### src/rtl/lsu_axi_master_pkg.sv
// Shared types for the load/store unit: op codes, FSM states, AXI constants, MMIO defaults.
// Pure declarations; no latency or backpressure of its own.
// Op helpers classify a request as load/store and give its AXI transfer size.
package lsu_axi_master_pkg;

  typedef enum logic [3:0] {
    LSU_OP_NOP = 4'h0,
    LSU_OP_LB  = 4'h1,
    LSU_OP_LBU = 4'h2,
    LSU_OP_LH  = 4'h3,
    LSU_OP_LHU = 4'h4,
    LSU_OP_LW  = 4'h5,
    LSU_OP_SB  = 4'h6,
    LSU_OP_SH  = 4'h7,
    LSU_OP_SW  = 4'h8
  } lsu_op_e;

  typedef enum logic [2:0] {
    ST_IDLE,
    ST_AR,
    ST_R,
    ST_WR,
    ST_B,
    ST_RESP
  } lsu_state_e;

  localparam int          AXI_ID_W       = 4;
  localparam logic [1:0]  AXI_RESP_OKAY  = 2'b00;
  localparam logic [1:0]  AXI_BURST_INCR = 2'b01;
  localparam logic [31:0] LSU_MMIO_BASE  = 32'h1000_0000;
  localparam logic [31:0] LSU_MMIO_LIMIT = 32'h1000_00f0;

  function automatic logic is_load(lsu_op_e op);
    return op inside {LSU_OP_LB, LSU_OP_LBU, LSU_OP_LH, LSU_OP_LHU, LSU_OP_LW};
  endfunction

  function automatic logic is_store(lsu_op_e op);
    return op inside {LSU_OP_SB, LSU_OP_SH, LSU_OP_SW};
  endfunction

  // AXI size encoding: 0 byte, 1 half, 2 word
  function automatic logic [2:0] op_size(lsu_op_e op);
    case (op)
      LSU_OP_LH, LSU_OP_LHU, LSU_OP_SH: return 3'd1;
      LSU_OP_LW, LSU_OP_SW:             return 3'd2;
      default:                          return 3'd0;
    endcase
  endfunction

endpackage

### src/rtl/lsu_lane_align.sv
// Byte-lane steering between the core and the AXI data bus: store shift/strobe, load extract/extend.
// Latency: combinational.
// Backpressure: none; pure function of its inputs.
module lsu_lane_align
  import lsu_axi_master_pkg::*;
#(
  parameter  int XLEN   = 32,
  parameter  int BUS_W  = 64,
  localparam int NB     = BUS_W / 8,
  localparam int LANE_W = $clog2(NB)
) (
  input  lsu_op_e           op,
  input  logic [LANE_W-1:0] lane,
  input  logic [XLEN-1:0]   st_data,
  input  logic [BUS_W-1:0]  rdata,
  output logic [BUS_W-1:0]  wdata,
  output logic [NB-1:0]     wstrb,
  output logic [XLEN-1:0]   ld_data
);

  logic [BUS_W-1:0] st_ext;
  logic [NB-1:0]    strb_base;
  logic [2:0]       size;
  logic [31:0]      rword;

  always_comb begin
    size       = op_size(op);
    st_ext     = '0;
    strb_base  = '0;
    st_ext[7:0]  = st_data[7:0];
    strb_base[0] = 1'b1;
    if (size != 3'd0) begin
      st_ext[15:8] = st_data[15:8];
      strb_base[1] = 1'b1;
    end
    if (size == 3'd2) begin
      st_ext[31:16]  = st_data[31:16];
      strb_base[3:2] = 2'b11;
    end
    wdata = st_ext << {lane, 3'b000};
    wstrb = strb_base << lane;
  end

  // The addressed bytes always land in the low word after shifting down by the lane
  always_comb begin
    rword = 32'(rdata >> {lane, 3'b000});
    case (op)
      LSU_OP_LB:  ld_data = {{(XLEN-8){rword[7]}}, rword[7:0]};
      LSU_OP_LBU: ld_data = {{(XLEN-8){1'b0}}, rword[7:0]};
      LSU_OP_LH:  ld_data = {{(XLEN-16){rword[15]}}, rword[15:0]};
      LSU_OP_LHU: ld_data = {{(XLEN-16){1'b0}}, rword[15:0]};
      LSU_OP_LW:  ld_data = XLEN'(rword);
      default:    ld_data = '0;
    endcase
  end

endmodule

### src/rtl/lsu_axi_master.sv
// Load/store unit issuing one single-beat AXI4 read or write per request; LSU_BUS_ERR_EN maps rresp/bresp to fault[1].
// Latency: 3 cycles accept->resp with a zero-wait bus; misaligned and no-op requests respond after 1.
// Backpressure: req_ready_o only in IDLE; AXI valids hold until ready; resp pulse cannot be stalled.
module lsu_axi_master
  import lsu_axi_master_pkg::*;
#(
  parameter int               XLEN       = 32,
  parameter int               ADDR_W     = 32,
  parameter int               BUS_W      = 64,
  parameter logic [ADDR_W-1:0] MMIO_BASE  = ADDR_W'(LSU_MMIO_BASE),
  parameter logic [ADDR_W-1:0] MMIO_LIMIT = ADDR_W'(LSU_MMIO_LIMIT),
  parameter int               AXI_ID     = 0,
  localparam int              NB         = BUS_W / 8,
  localparam int              LANE_W     = $clog2(NB)
) (
  input  logic                clock,
  input  logic                reset,
  input  logic                req_valid_i,
  output logic                req_ready_o,
  input  logic [3:0]          req_op_i,
  input  logic [XLEN-1:0]     base_i,
  input  logic [XLEN-1:0]     imm_i,
  input  logic [XLEN-1:0]     st_data_i,
  output logic                resp_valid_o,
  output logic [XLEN-1:0]     resp_data_o,
  output logic [1:0]          resp_fault_o,
  output logic                awvalid,
  input  logic                awready,
  output logic [ADDR_W-1:0]   awaddr,
  output logic [AXI_ID_W-1:0] awid,
  output logic [7:0]          awlen,
  output logic [2:0]          awsize,
  output logic [1:0]          awburst,
  output logic                wvalid,
  input  logic                wready,
  output logic [BUS_W-1:0]    wdata,
  output logic [NB-1:0]       wstrb,
  output logic                wlast,
  input  logic                bvalid,
  output logic                bready,
  input  logic [1:0]          bresp,
  output logic                arvalid,
  input  logic                arready,
  output logic [ADDR_W-1:0]   araddr,
  output logic [AXI_ID_W-1:0] arid,
  output logic [7:0]          arlen,
  output logic [2:0]          arsize,
  output logic [1:0]          arburst,
  input  logic                rvalid,
  output logic                rready,
  input  logic [BUS_W-1:0]    rdata,
  input  logic [1:0]          rresp,
  input  logic                rlast
);

  localparam logic [ADDR_W-1:0] ALIGN_MASK = ~ADDR_W'(NB - 1);

  lsu_state_e        state;
  lsu_op_e           op_q;
  logic [ADDR_W-1:0] addr_q;
  logic [XLEN-1:0]   st_q;

  lsu_op_e           req_op;
  logic [ADDR_W-1:0] addr_sum;
  logic [2:0]        req_size;
  logic              req_misaligned;
  logic [ADDR_W-1:0] ax_addr;
  logic [XLEN-1:0]   ld_data;
  logic              rd_err;
  logic              wr_err;

  assign req_op   = lsu_op_e'(req_op_i);
  assign addr_sum = ADDR_W'(base_i) + ADDR_W'(imm_i);
  assign req_size = op_size(req_op);
  assign req_misaligned = ((req_size == 3'd1) && addr_sum[0]) ||
                          ((req_size == 3'd2) && (addr_sum[1:0] != 2'b00));

  // MMIO devices see the exact byte address; memory sees bus-aligned beats
  assign ax_addr = ((addr_q >= MMIO_BASE) && (addr_q < MMIO_LIMIT)) ? addr_q : (addr_q & ALIGN_MASK);

  assign araddr  = ax_addr;
  assign awaddr  = ax_addr;
  assign arsize  = op_size(op_q);
  assign awsize  = op_size(op_q);
  assign arlen   = 8'd0;
  assign awlen   = 8'd0;
  assign arburst = AXI_BURST_INCR;
  assign awburst = AXI_BURST_INCR;
  assign arid    = AXI_ID_W'(AXI_ID);
  assign awid    = AXI_ID_W'(AXI_ID);
  assign wlast   = 1'b1;

  lsu_lane_align #(
    .XLEN  (XLEN),
    .BUS_W (BUS_W)
  ) u_lane_align (
    .op      (op_q),
    .lane    (addr_q[LANE_W-1:0]),
    .st_data (st_q),
    .rdata   (rdata),
    .wdata   (wdata),
    .wstrb   (wstrb),
    .ld_data (ld_data)
  );

`ifdef LSU_BUS_ERR_EN
  assign rd_err = (rresp != AXI_RESP_OKAY);
  assign wr_err = (bresp != AXI_RESP_OKAY);
  logic unused_inputs;
  assign unused_inputs = rlast;
`else
  assign rd_err = 1'b0;
  assign wr_err = 1'b0;
  logic unused_inputs;
  assign unused_inputs = ^{rlast, rresp, bresp};
`endif

  always_ff @(posedge clock or posedge reset) begin
    if (reset) begin
      state        <= ST_IDLE;
      op_q         <= LSU_OP_NOP;
      addr_q       <= '0;
      st_q         <= '0;
      req_ready_o  <= 1'b1;
      resp_valid_o <= 1'b0;
      resp_data_o  <= '0;
      resp_fault_o <= 2'b00;
      arvalid      <= 1'b0;
      rready       <= 1'b0;
      awvalid      <= 1'b0;
      wvalid       <= 1'b0;
      bready       <= 1'b0;
    end else begin
      resp_valid_o <= 1'b0;
      case (state)
        ST_IDLE: begin
          if (req_valid_i) begin
            op_q        <= req_op;
            addr_q      <= addr_sum;
            st_q        <= st_data_i;
            req_ready_o <= 1'b0;
            if (!is_load(req_op) && !is_store(req_op)) begin
              state        <= ST_RESP;
              resp_valid_o <= 1'b1;
              resp_data_o  <= '0;
              resp_fault_o <= 2'b00;
            end else if (req_misaligned) begin
              state        <= ST_RESP;
              resp_valid_o <= 1'b1;
              resp_data_o  <= '0;
              resp_fault_o <= 2'b01;
            end else if (is_load(req_op)) begin
              state   <= ST_AR;
              arvalid <= 1'b1;
            end else begin
              state   <= ST_WR;
              awvalid <= 1'b1;
              wvalid  <= 1'b1;
            end
          end
        end
        ST_AR: begin
          if (arready) begin
            arvalid <= 1'b0;
            rready  <= 1'b1;
            state   <= ST_R;
          end
        end
        ST_R: begin
          if (rvalid) begin
            rready       <= 1'b0;
            resp_valid_o <= 1'b1;
            resp_data_o  <= rd_err ? '0 : ld_data;
            resp_fault_o <= {rd_err, 1'b0};
            state        <= ST_RESP;
          end
        end
        ST_WR: begin
          // Address and data channels complete independently, in any order
          if (awready) awvalid <= 1'b0;
          if (wready)  wvalid  <= 1'b0;
          if ((!awvalid || awready) && (!wvalid || wready)) begin
            bready <= 1'b1;
            state  <= ST_B;
          end
        end
        ST_B: begin
          if (bvalid) begin
            bready       <= 1'b0;
            resp_valid_o <= 1'b1;
            resp_data_o  <= '0;
            resp_fault_o <= {wr_err, 1'b0};
            state        <= ST_RESP;
          end
        end
        ST_RESP: begin
          req_ready_o <= 1'b1;
          state       <= ST_IDLE;
        end
        default: begin
          req_ready_o <= 1'b1;
          state       <= ST_IDLE;
        end
      endcase
    end
  end

endmodule

### config.mk
export PLATFORM = sky130hd
export DESIGN_NAME = lsu_axi_master
export DESIGN_NICKNAME = d
export VERILOG_FILES = /design/src/rtl/lsu_axi_master_pkg.sv /design/src/rtl/lsu_lane_align.sv /design/src/rtl/lsu_axi_master.sv
export SDC_FILE = /design/constraint.sdc
export NUM_CORES = 1
export LEC_CHECK = 0
export ABC_CLOCK_PERIOD_IN_PS = 5800
export CAP_MARGIN = 20
export CELL_PAD_IN_SITES_DETAIL_PLACEMENT = 0
export CELL_PAD_IN_SITES_GLOBAL_PLACEMENT = 1
export CORE_ASPECT_RATIO = 1.75
export CORE_MARGIN = 5
export CORE_UTILIZATION = 33
export DETAILED_ROUTE_END_ITERATION = 8
export PLACE_DENSITY = 0.95
export SLEW_MARGIN = 20
export SYNTH_ARGS = -nofsm -noshare
export SYNTH_HDL_FRONTEND = slang
export SYNTH_SLANG_ARGS = --single-unit
export TNS_END_PERCENT = 100
### constraint.sdc
create_clock -name clock -period 5.8 [get_ports clock]
set_input_delay 1.16 -clock clock [delete_from_list [all_inputs] [get_ports clock]]
set_output_delay 1.16 -clock clock [all_outputs]
set_load 0.005 [all_outputs]
==> reports/metrics.cfg, run 1 <==
[run_status]
outcome = finished, final reports clean

[critical_path]
ff2ff_setup_slack_ns = 2.38
cp_max_fo = 44
crit_start = addr_q[0]
timing.rr.start = addr_q[0]
end_kind = output port
startpoint_type = flip-flop
critPathKind = flip-flop to output port
crit_arrival_ns = 3.65
cp_data_required_time_ns = 4.64

[sta]
slew_headroom = 0.307
clock_skew_ns = 0.0128
setup_violations = 0
period_share = 0.829
min_period_ns = 4.81
timing.fmax_mhz = 208
finalSetupTns_ns = 0
hold_viol = 0
worst_pin_slew_ns = 1.04
finalWorstSetupSlack_ns = 0.990
slew_viol_final = 0
rsz0062_at_grt = false

[clock_network]
insertion_delay_ns = 0.38
cts_buffer_depth = 2
cts_root_buffer = clkbuf_16
path_clk_slew_ns = 0.08
cts_hold_buffers = 0
cts_setup_buffers = 0
cts_buffers = 9
cts_sinks = 111
h-tree-depth = 3
ctsResizeCount = 0
cts_tree = built

[floorplan]
rows = 82
die_y_um = 234
die_x_um = 138
initial_core_util = 0.332
die_area_sq_um = 32200
core_area_sq_um = 28400
num_io_pins = 389

[synthesis]
ys_ff_latch = 111
avgSynthCellArea_sq_um = 7.72
synth_cells = 1223
synth.distinct_cells = 62
yosys-top-cells-area = dfrtp_1 (29%), nand2_1 (9.9%), buf_4 (7.7%), a21oi_1 (5.2%), mux2i_1 (5.1%)
synth_mux_area_frac = 0.0926
synth_top_area_frac = 0.292
synth-xor-area-share = 0.0260
yosysSeqAreaShare = 0.294
yosys.area_share.simple = 0.209
yosys_warnings = 0
yosys.area.top_type = dfrtp_1
synth_fa_ha_area_frac = 0.0432
synth_ff_type = dfrtp_1
syn_area_sq_um = 9440
synth-compound-area-share = 0.218
synth_top_family_by_area = compound AO/OA/AOI/OAI gates
async_reset_ff_frac = 1.00
synth-edff-count = 0

[cells_and_area]
final_cell_mix = clkdlybuf4s50_1 (351), nand2_1 (248), dfrtp_1 (108)
final_area_sq_um = 12900
area_growth_pct = 37.0
final_layout_size_suffix_gt1_frac = 0.0594
final_common_cell = clkdlybuf4s50_1
final_util = 0.455
nets = 1669

[global_routing]
grt_pass1_wl_um = 56900
gr-usage-all-layers = 0.234
antenna_found_initial = 5
grt_max_degree = 61
grt_pass1_vias = 9903
overflow = 0

[placement]
placed_area_sq_um = 12600
place_ws_ns = 1.43
dp_hpwl_um = 30200
finalWeightedCongestion = 1.01
port_buffers = 351

[detailed_routing]
drc_errors = 0
ant_nets = 0
vias_per_cell = 5.38
wl_per_cell_um = 21.2
routed_wirelength_um = 39200
vias = 9933
drtPass1Iterations = 5
drt_iter0_drc = 467

[power]
cellPowerDensity_nw_per_um2 = 434
vdd_drop_max_mv = 0.220
p_leak_uw = 0.00554
power_uw = 5610

[min_path]
hold_class = flip-flop to flip-flop
min_from = resp_data_o[9]

[run]
cap_violations = 0

==> metrics by stage <==
stage               instances  hold slack (ns)
floorplan                1253            0.460
global placement         1826            0.461
detailed placement       1826            0.465
CTS                      1842            0.484
global route             1847            0.498
finish                   1847            0.479
==> cell type report <==
type | count | area, sq um
timing repair buffer | 366 | 3630
fill | 2860 | 15500
clock buffer | 9 | 225
antenna | 4 | 10.0
tap | 378 | 473
inverter | 14 | 55.1
clock inverter | 7 | 71.3
sequential | 111 | 2780
multi-input combinational | 958 | 5690
==> state kept, by name, indices dropped and copies added, names as in the netlist, 3 cells and up <==
name / cells
st_q: 32
addr_q: 32
op_q: 4
resp_data_o: 32
state: 3
==> path summary, 6_finish.rpt <==
path	endpoint	depth (start not counted)
hold reg to reg	resp_data_o[9]	1
setup reg to reg	resp_data_o[13]	9
max in group asynchronous	addr_q[0]	3
setup / recovery	wdata[53]	5
min in group asynchronous	awvalid	2
hold / removal	resp_data_o[9]	1
==> logic make-up (layout without fill, tap and decap cells) <==
group / Yosys count / count (layout)
xor+xnor: 28 / 28
other cells: 2 / 36
simple gates: 455 / 455
compound gates: 331 / 331
flops: 111 / 111
fa+ha+maj: 32 / 32
mux: 80 / 80
buf+inv: 184 / 396
==> Yosys cell counts, types with 6 or more instances <==
library cell  instances
ha_1                 31
nand2b_1              7
dfrtp_1             110
a21oi_1              98
a21o_1               20
mux2i_1              48
clkbuf_1             47
nor2_1              104
nand4_1               8
nand2_1             249
buf_1                 9
inv_1                11
o21a_1                6
o21ai_0              94
a221o_1               8
a22o_1                7
buf_4                97
and3_1               21
a221o_2               9
xor2_1               16
a22oi_1              11
nor3_1               16
a211oi_1              6
nand3_1               9
and2_1               13
mux2_2               29
o31ai_1               8
buf_2                14
a31oi_1               6
nor4_1                7
xnor2_1              12
o22ai_1              26
==> layer usage <==
metal,vias up,routed length [um],track usage
met5,-,19,0
met4,2,2330,0.143
met3,98,2820,0.0440
met2,477,20200,0.424
met1,4694,13700,0.244
li1,4662,-,-
==> power by group <==
| group | total, uW | switching (uW) | leakage (uW) | internal (uW) |
|---|---|---|---|---|
| sequential | 1450 | 399 | 0.00142 | 1050 |
| combinational | 3510 | 1870 | 0.00397 | 1640 |
| clock | 652 | 346 | 0.000146 | 306 |
==> worst max-delay path: stages (launching register included) <==
cell             delay, ns
dfrtp_4               0.80
buf_4                 0.60
nand2_1               0.23
nor2_1                0.78
a22o_1                0.27
clkdlybuf4s50_1       0.56
Power figures use the tool's default switching activity.
==> run 2, diff against run 1 <==
--- a/config.mk
+++ b/config.mk
@@ -5,15 +5,15 @@
 export SDC_FILE = /design/constraint.sdc
 export NUM_CORES = 1
 export LEC_CHECK = 0
-export ABC_CLOCK_PERIOD_IN_PS = 5800
+export ABC_CLOCK_PERIOD_IN_PS = 4900
 export CAP_MARGIN = 20
 export CELL_PAD_IN_SITES_DETAIL_PLACEMENT = 0
 export CELL_PAD_IN_SITES_GLOBAL_PLACEMENT = 1
 export CORE_ASPECT_RATIO = 1.75
 export CORE_MARGIN = 5
-export CORE_UTILIZATION = 33
+export CORE_UTILIZATION = 31
 export DETAILED_ROUTE_END_ITERATION = 8
-export PLACE_DENSITY = 0.95
+export PLACE_DENSITY = 0.9
 export SLEW_MARGIN = 20
 export SYNTH_ARGS = -nofsm -noshare
 export SYNTH_HDL_FRONTEND = slang
==> constraint.sdc (replaced) <==
create_clock -name clock -period 4.9 [get_ports clock]
set_input_delay 0.98 -clock clock [delete_from_list [all_inputs] [get_ports clock]]
set_output_delay 0.98 -clock clock [all_outputs]
set_load 0.005 [all_outputs]
==> run 2 against run 1 <==
  * Sequential power rose by 17%
  * Clock skew fell by 0.0035 ns
  * Final area rose by 0.28%
  * Routed wire length rose by 2.1%
  * Clock-buffer cell count rose by 1
  * Sequential share of layout area fell by 0.060 points
==> reports/metrics.cfg, run 2 (synthesis results as in run 1) <==
[detailed_routing]
vias_per_cell = 5.38
drt_iter0_drc = 520
routed_wirelength_um = 40000
vias = 10005
wl_per_cell_um = 21.5
drc_errors = 0
drtPass1Iterations = 5
ant_nets = 0

[clock_network]
cts_sinks = 111
cts_hold_buffers = 0
h-tree-depth = 3
cts_tree = built
path_clk_slew_ns = 0.08
cts_buffers = 9
cts_setup_buffers = 0
insertion_delay_ns = 0.37
ctsResizeCount = 0
cts_root_buffer = clkbuf_16
cts_buffer_depth = 2

[sta]
finalSetupTns_ns = 0
hold_viol = 0
rsz0062_at_grt = false
period_share = 0.888
timing.fmax_mhz = 230
clock_skew_ns = 0.00926
min_period_ns = 4.35
slew_viol_final = 0
slew_headroom = 0.366
worst_pin_slew_ns = 0.950
setup_violations = 0

[global_routing]
busiest_layer = met2
overflow = 0
grt_max_degree = 72
grt_util_met3 = 0.0379
grt_pass1_vias = 10353
met1_usage = 0.234
grt_pass1_wl_um = 59100
grt_use_met2 = 0.422
gr-usage-all-layers = 0.225
antenna_found_initial = 3

[power]
power_uw = 6650
vdd_drop_max_mv = 0.218
p_comb_frac = 0.636
p_int_uw = 3570
cellPowerDensity_nw_per_um2 = 513
p_sw_frac = 0.464
p_clk_frac = 0.110
p_leak_uw = 0.00555
p_seq_frac = 0.254
switchingPower_uw = 3080

[critical_path]
end_kind = output port
path_common_cell = and2_1
cpPeakStageDelay_ns = 0.57
cp_max_fo = 10
crit_arrival_ns = 3.37
ff2ff_setup_slack_ns = 1.90
cp_data_required_time_ns = 3.92
cpMaxStageDelayCell = clkdlybuf4s50_1
critPathKind = flip-flop to output port
startpoint_type = flip-flop
worstPathCellList = nand2b_1 > a21oi_1 > buf_4 > and2_1 > a22oi_1 > and2_1 > o31ai_1 > clkdlybuf4s50_1

[run]
cap_violations = 0

[floorplan]
rows = 84
initial_core_util = 0.314
core_area_sq_um = 30100
num_io_pins = 389
die_x_um = 142
die_area_sq_um = 34200
die_y_um = 241

[min_path]
hold_class = flip-flop to flip-flop

[placement]
port_buffers = 351
finalWeightedCongestion = 0.961
dp_hpwl_um = 31300

[cells_and_area]
top_regs = addr_q (32), resp_data_o (32), st_q (32)
register_area_sq_um = 2780
final_layout_size_suffix_gt1_frac = 0.0619
area_growth_pct = 37.4
final_common_cell = clkdlybuf4s50_1
final_util = 0.431
fill_cells = 3139
multi_input_area_sq_um = 5690
final_cell_mix = clkdlybuf4s50_1 (351), nand2_1 (249), dfrtp_1 (108)
nets = 1675

[run_status]
outcome = finished, final reports clean

run 2: through the flow:
step                      std cells  area [sq um]  setup slack [ns]  hold WS (ns)
after floorplan                1253          9550             0.991         0.460
after global placement         1842         12700             0.765         0.459
after detailed placement       1842         12700             0.776         0.468
after CTS                      1858         13000             0.556         0.487
after global routing           1861         13000             0.388         0.498
final                          1861         13000             0.549         0.483
run 2: final timing paths:
kind | startpoint | end | cells after the start
max in group asynchronous | reset | req_ready_o | 3
worst max-delay path | op_q[3] | wdata[50] | 8
worst min-delay path | resp_data_o[13] | resp_data_o[13] | 1
min in group asynchronous | reset | awvalid | 2
worst max register to register | addr_q[2] | resp_data_o[13] | 7
worst min register to register | resp_data_o[13] | resp_data_o[13] | 1
run 2: metal layers:
metal	wire length [um]	part of all wire	up-vias
met5	0	0	-
met3	2660	0.067	79
li1	-	-	4680
met2	21200	0.53	482
met4	2180	0.055	0
met1	13900	0.35	4764
run 2: area by class of cell:
| class | count | area share |
|---|---|---|
| Antenna cell | 3 | 0.000579 |
| Multi-Input combinational cell | 958 | 0.438 |
| Clock buffer | 10 | 0.0177 |
| Timing Repair Buffer | 372 | 0.283 |
| Clock inverter | 6 | 0.00405 |
| Inverter | 14 | 0.00425 |
| Sequential cell | 111 | 0.215 |
| Tap cell | 387 | 0.0373 |
run 2: power groups by stage:
stage	sequential (uW)	clock [uW]	combinational, uW
after global routing	1750	792	4580
after floorplan	1460	0	2640
after global placement	1700	0	4180
final	1690	733	4230
after CTS	1690	768	4240
after detailed placement	1710	0	4230
run 2: worst max-delay path: cells and delay by family (launching register included):
family          cells  cell delay, ns
buf+inv             2            0.82
compound gates      3            0.75
flops               1            0.46
simple gates        3            0.95
==> edit, RTL diff (flow settings as in run 2) <==
The 6 states of `lsu_state_e` get a one-hot encoding in 6 bits.
--- a/src/rtl/lsu_axi_master_pkg.sv
+++ b/src/rtl/lsu_axi_master_pkg.sv
@@ -17,9 +17,9 @@
 
-  typedef enum logic [2:0] {
-    ST_IDLE,
-    ST_AR,
-    ST_R,
-    ST_WR,
-    ST_B,
-    ST_RESP
+  typedef enum logic [5:0] {
+    ST_IDLE = 6'b000001,
+    ST_AR   = 6'b000010,
+    ST_R    = 6'b000100,
+    ST_WR   = 6'b001000,
+    ST_B    = 6'b010000,
+    ST_RESP = 6'b100000
   } lsu_state_e;
Formal check against the unedited RTL: no difference found for any inputs over 4 cycles, from zero or initial values and one cycle with reset high; so few cycles prove little.
==> edit against run 2 <==
- clock power is 77% higher
- setup slack lost 220 ps
- first-iteration DRC count grew 22%
- design area grew 4.1%
- synthesized area is 2.0% higher
- wire length is essentially flat
- die area grew 1.9%
- via count rose by 3.2%
- power is 8.7% higher
- synthesized cell count rose by 2.9%
- sequential share of layout area down 0.26 points
- critical path type unchanged
- non-clock buffer count decreased by 1
- sequential cell count increased by 3
==> edit: results (changes against run 2) <==
Parameter                              Value

CTS
  Clock insertion delay at the later pin of the skew report ... 440 ps (+70 ps)
  Clock edge transition at the registers on the reported setup and hold paths ... 60 ps (-20 ps)
  CTS HTree Levels ... 4 (+1)

Critical path
  Arrival time reported for the critical path endpoint ... 3590 ps (+220 ps)
  Largest fanout of any net on the critical path ... 9 (-1)
  CP max stage cell ... nor2_1

Drt
  Post-detailed-route wirelength per cell ... 20.8 um (-2.9%)
  Overall routed net length ... 40000 um (about the same)
  Via total after detailed routing ... 10300 (+3.2%)
  Iteration-0 DRC Markers ... 633 (+22%)

Final layout
  Filler instances ... 3124 (-0.48%)
  Layout cell share with drive strength beyond 1 ... 0.0559 (-0.00594)
  Fin nets ... 1716 (+2.4%)

Global route
  Number of antenna violations at the first check in global routing ... 7 (+4)
  Combined global-route utilization of all metal layers ... 0.222 (-0.00308)
  Maximum number of pins on one net before global-route repair ... 95 (+32%)

Synth
  Count of different cell masters after synthesis ... 71 (+15%)
  Mux cell area share after synthesis ... 0.0833 (-0.00934)
  Mean post-synth cell area ... 7.65 um^2 (-0.93%)
  Xor-xnor portion of the synthesized cell area ... 0.0209 (-0.00505)
  Sequential share of the synthesized area ... 0.297 (+0.00219)
  Largest cells by area after synthesis ... dfrtp_1, nand2_1, buf_4
  Compound-gate portion of the synthesized area ... 0.224 (+0.00576)
  List of most frequent post-synthesis cells ... nand2_1, o21ai_0, dfrtp_1, buf_4, nor2_1
  Adder and majority gate portion of the synthesized area ... 0.0424 (-0.000842)

Pwr
  Power in sequential cells ... 1.79 mW (+6%)
  Switching Share ... 0.442 (-0.0220)
  Worst IR drop on VDD ... 0.258 mV (+18%)
  Combinational-cell power consumption ... 4.14 mW (-2%)

Place
  Cell area after placement ... 12900 um^2 (+1.6%)
  Estimated wirelength of the detail-placed design ... 30500 um (-2.6%)
  Instance count after placement with tap cells included ... 1879 (+2.0%)

Status
  Run status ... finished, final reports clean

Timing
  Worst Skew ... 15.7 ps (+6.44 ps)
[edit: final timing paths]
check	start	endpoint	slack, ps	cells after the start
setup reg to reg	addr_q[0]	resp_data_o[23]	1260	8
hold / removal	resp_data_o[1]	resp_data_o[1]	480	2
hold reg to reg	resp_data_o[1]	resp_data_o[1]	480	2
min in group asynchronous	reset	resp_valid_o	990	2
setup / recovery	op_q[3]	wdata[35]	330	9
max in group asynchronous	reset	st_q[12]	3060	3
[edit: logic make-up after synthesis]
family / Yosys count
other cells: 2
simple gates: 472
mux: 74
fa+ha+maj: 32
flops: 114
buf+inv: 194
compound gates: 348
xor+xnor: 23
[edit: metal layers]
metal | track usage | part of all wire | up-vias
met4 | 0.132 | 0.055 | 2
met5 | 0 | 0.00050 | -
met1 | 0.234 | 0.35 | 4860
li1 | - | - | 4804
met3 | 0.0437 | 0.076 | 112
met2 | 0.398 | 0.52 | 552
[edit: what timing repair did]
action | CTS | global route
setup endpoints to repair | 0 | 1
resized for setup | 0 | 1
hold endpoints to repair | 0 | 0
[edit: stage by stage]
step | worst slack, ps | hold slack (ps) | total power, mW
finish | 328 | 476 | 7.23
global route | 168 | 496 | 7.69
CTS | 173 | 475 | 7.25
detailed placement | 681 | 466 | 5.92
global placement | 695 | 463 | 5.87
floorplan | 908 | 448 | 4.16
[edit: area by class of cell]
| class | instances | area [um^2] | share of cell area |
|---|---|---|---|
| multi-input cells | 981 | 5770 | 0.428 |
| clock inverters | 10 | 134 | 0.00992 |
| inverters | 22 | 85.1 | 0.00630 |
| flip-flops and latches | 114 | 2860 | 0.212 |
| diodes | 6 | 15.0 | 0.00111 |
| clock buffers | 22 | 464 | 0.0344 |
| well taps | 391 | 489 | 0.0363 |
| repair buffers | 371 | 3680 | 0.272 |
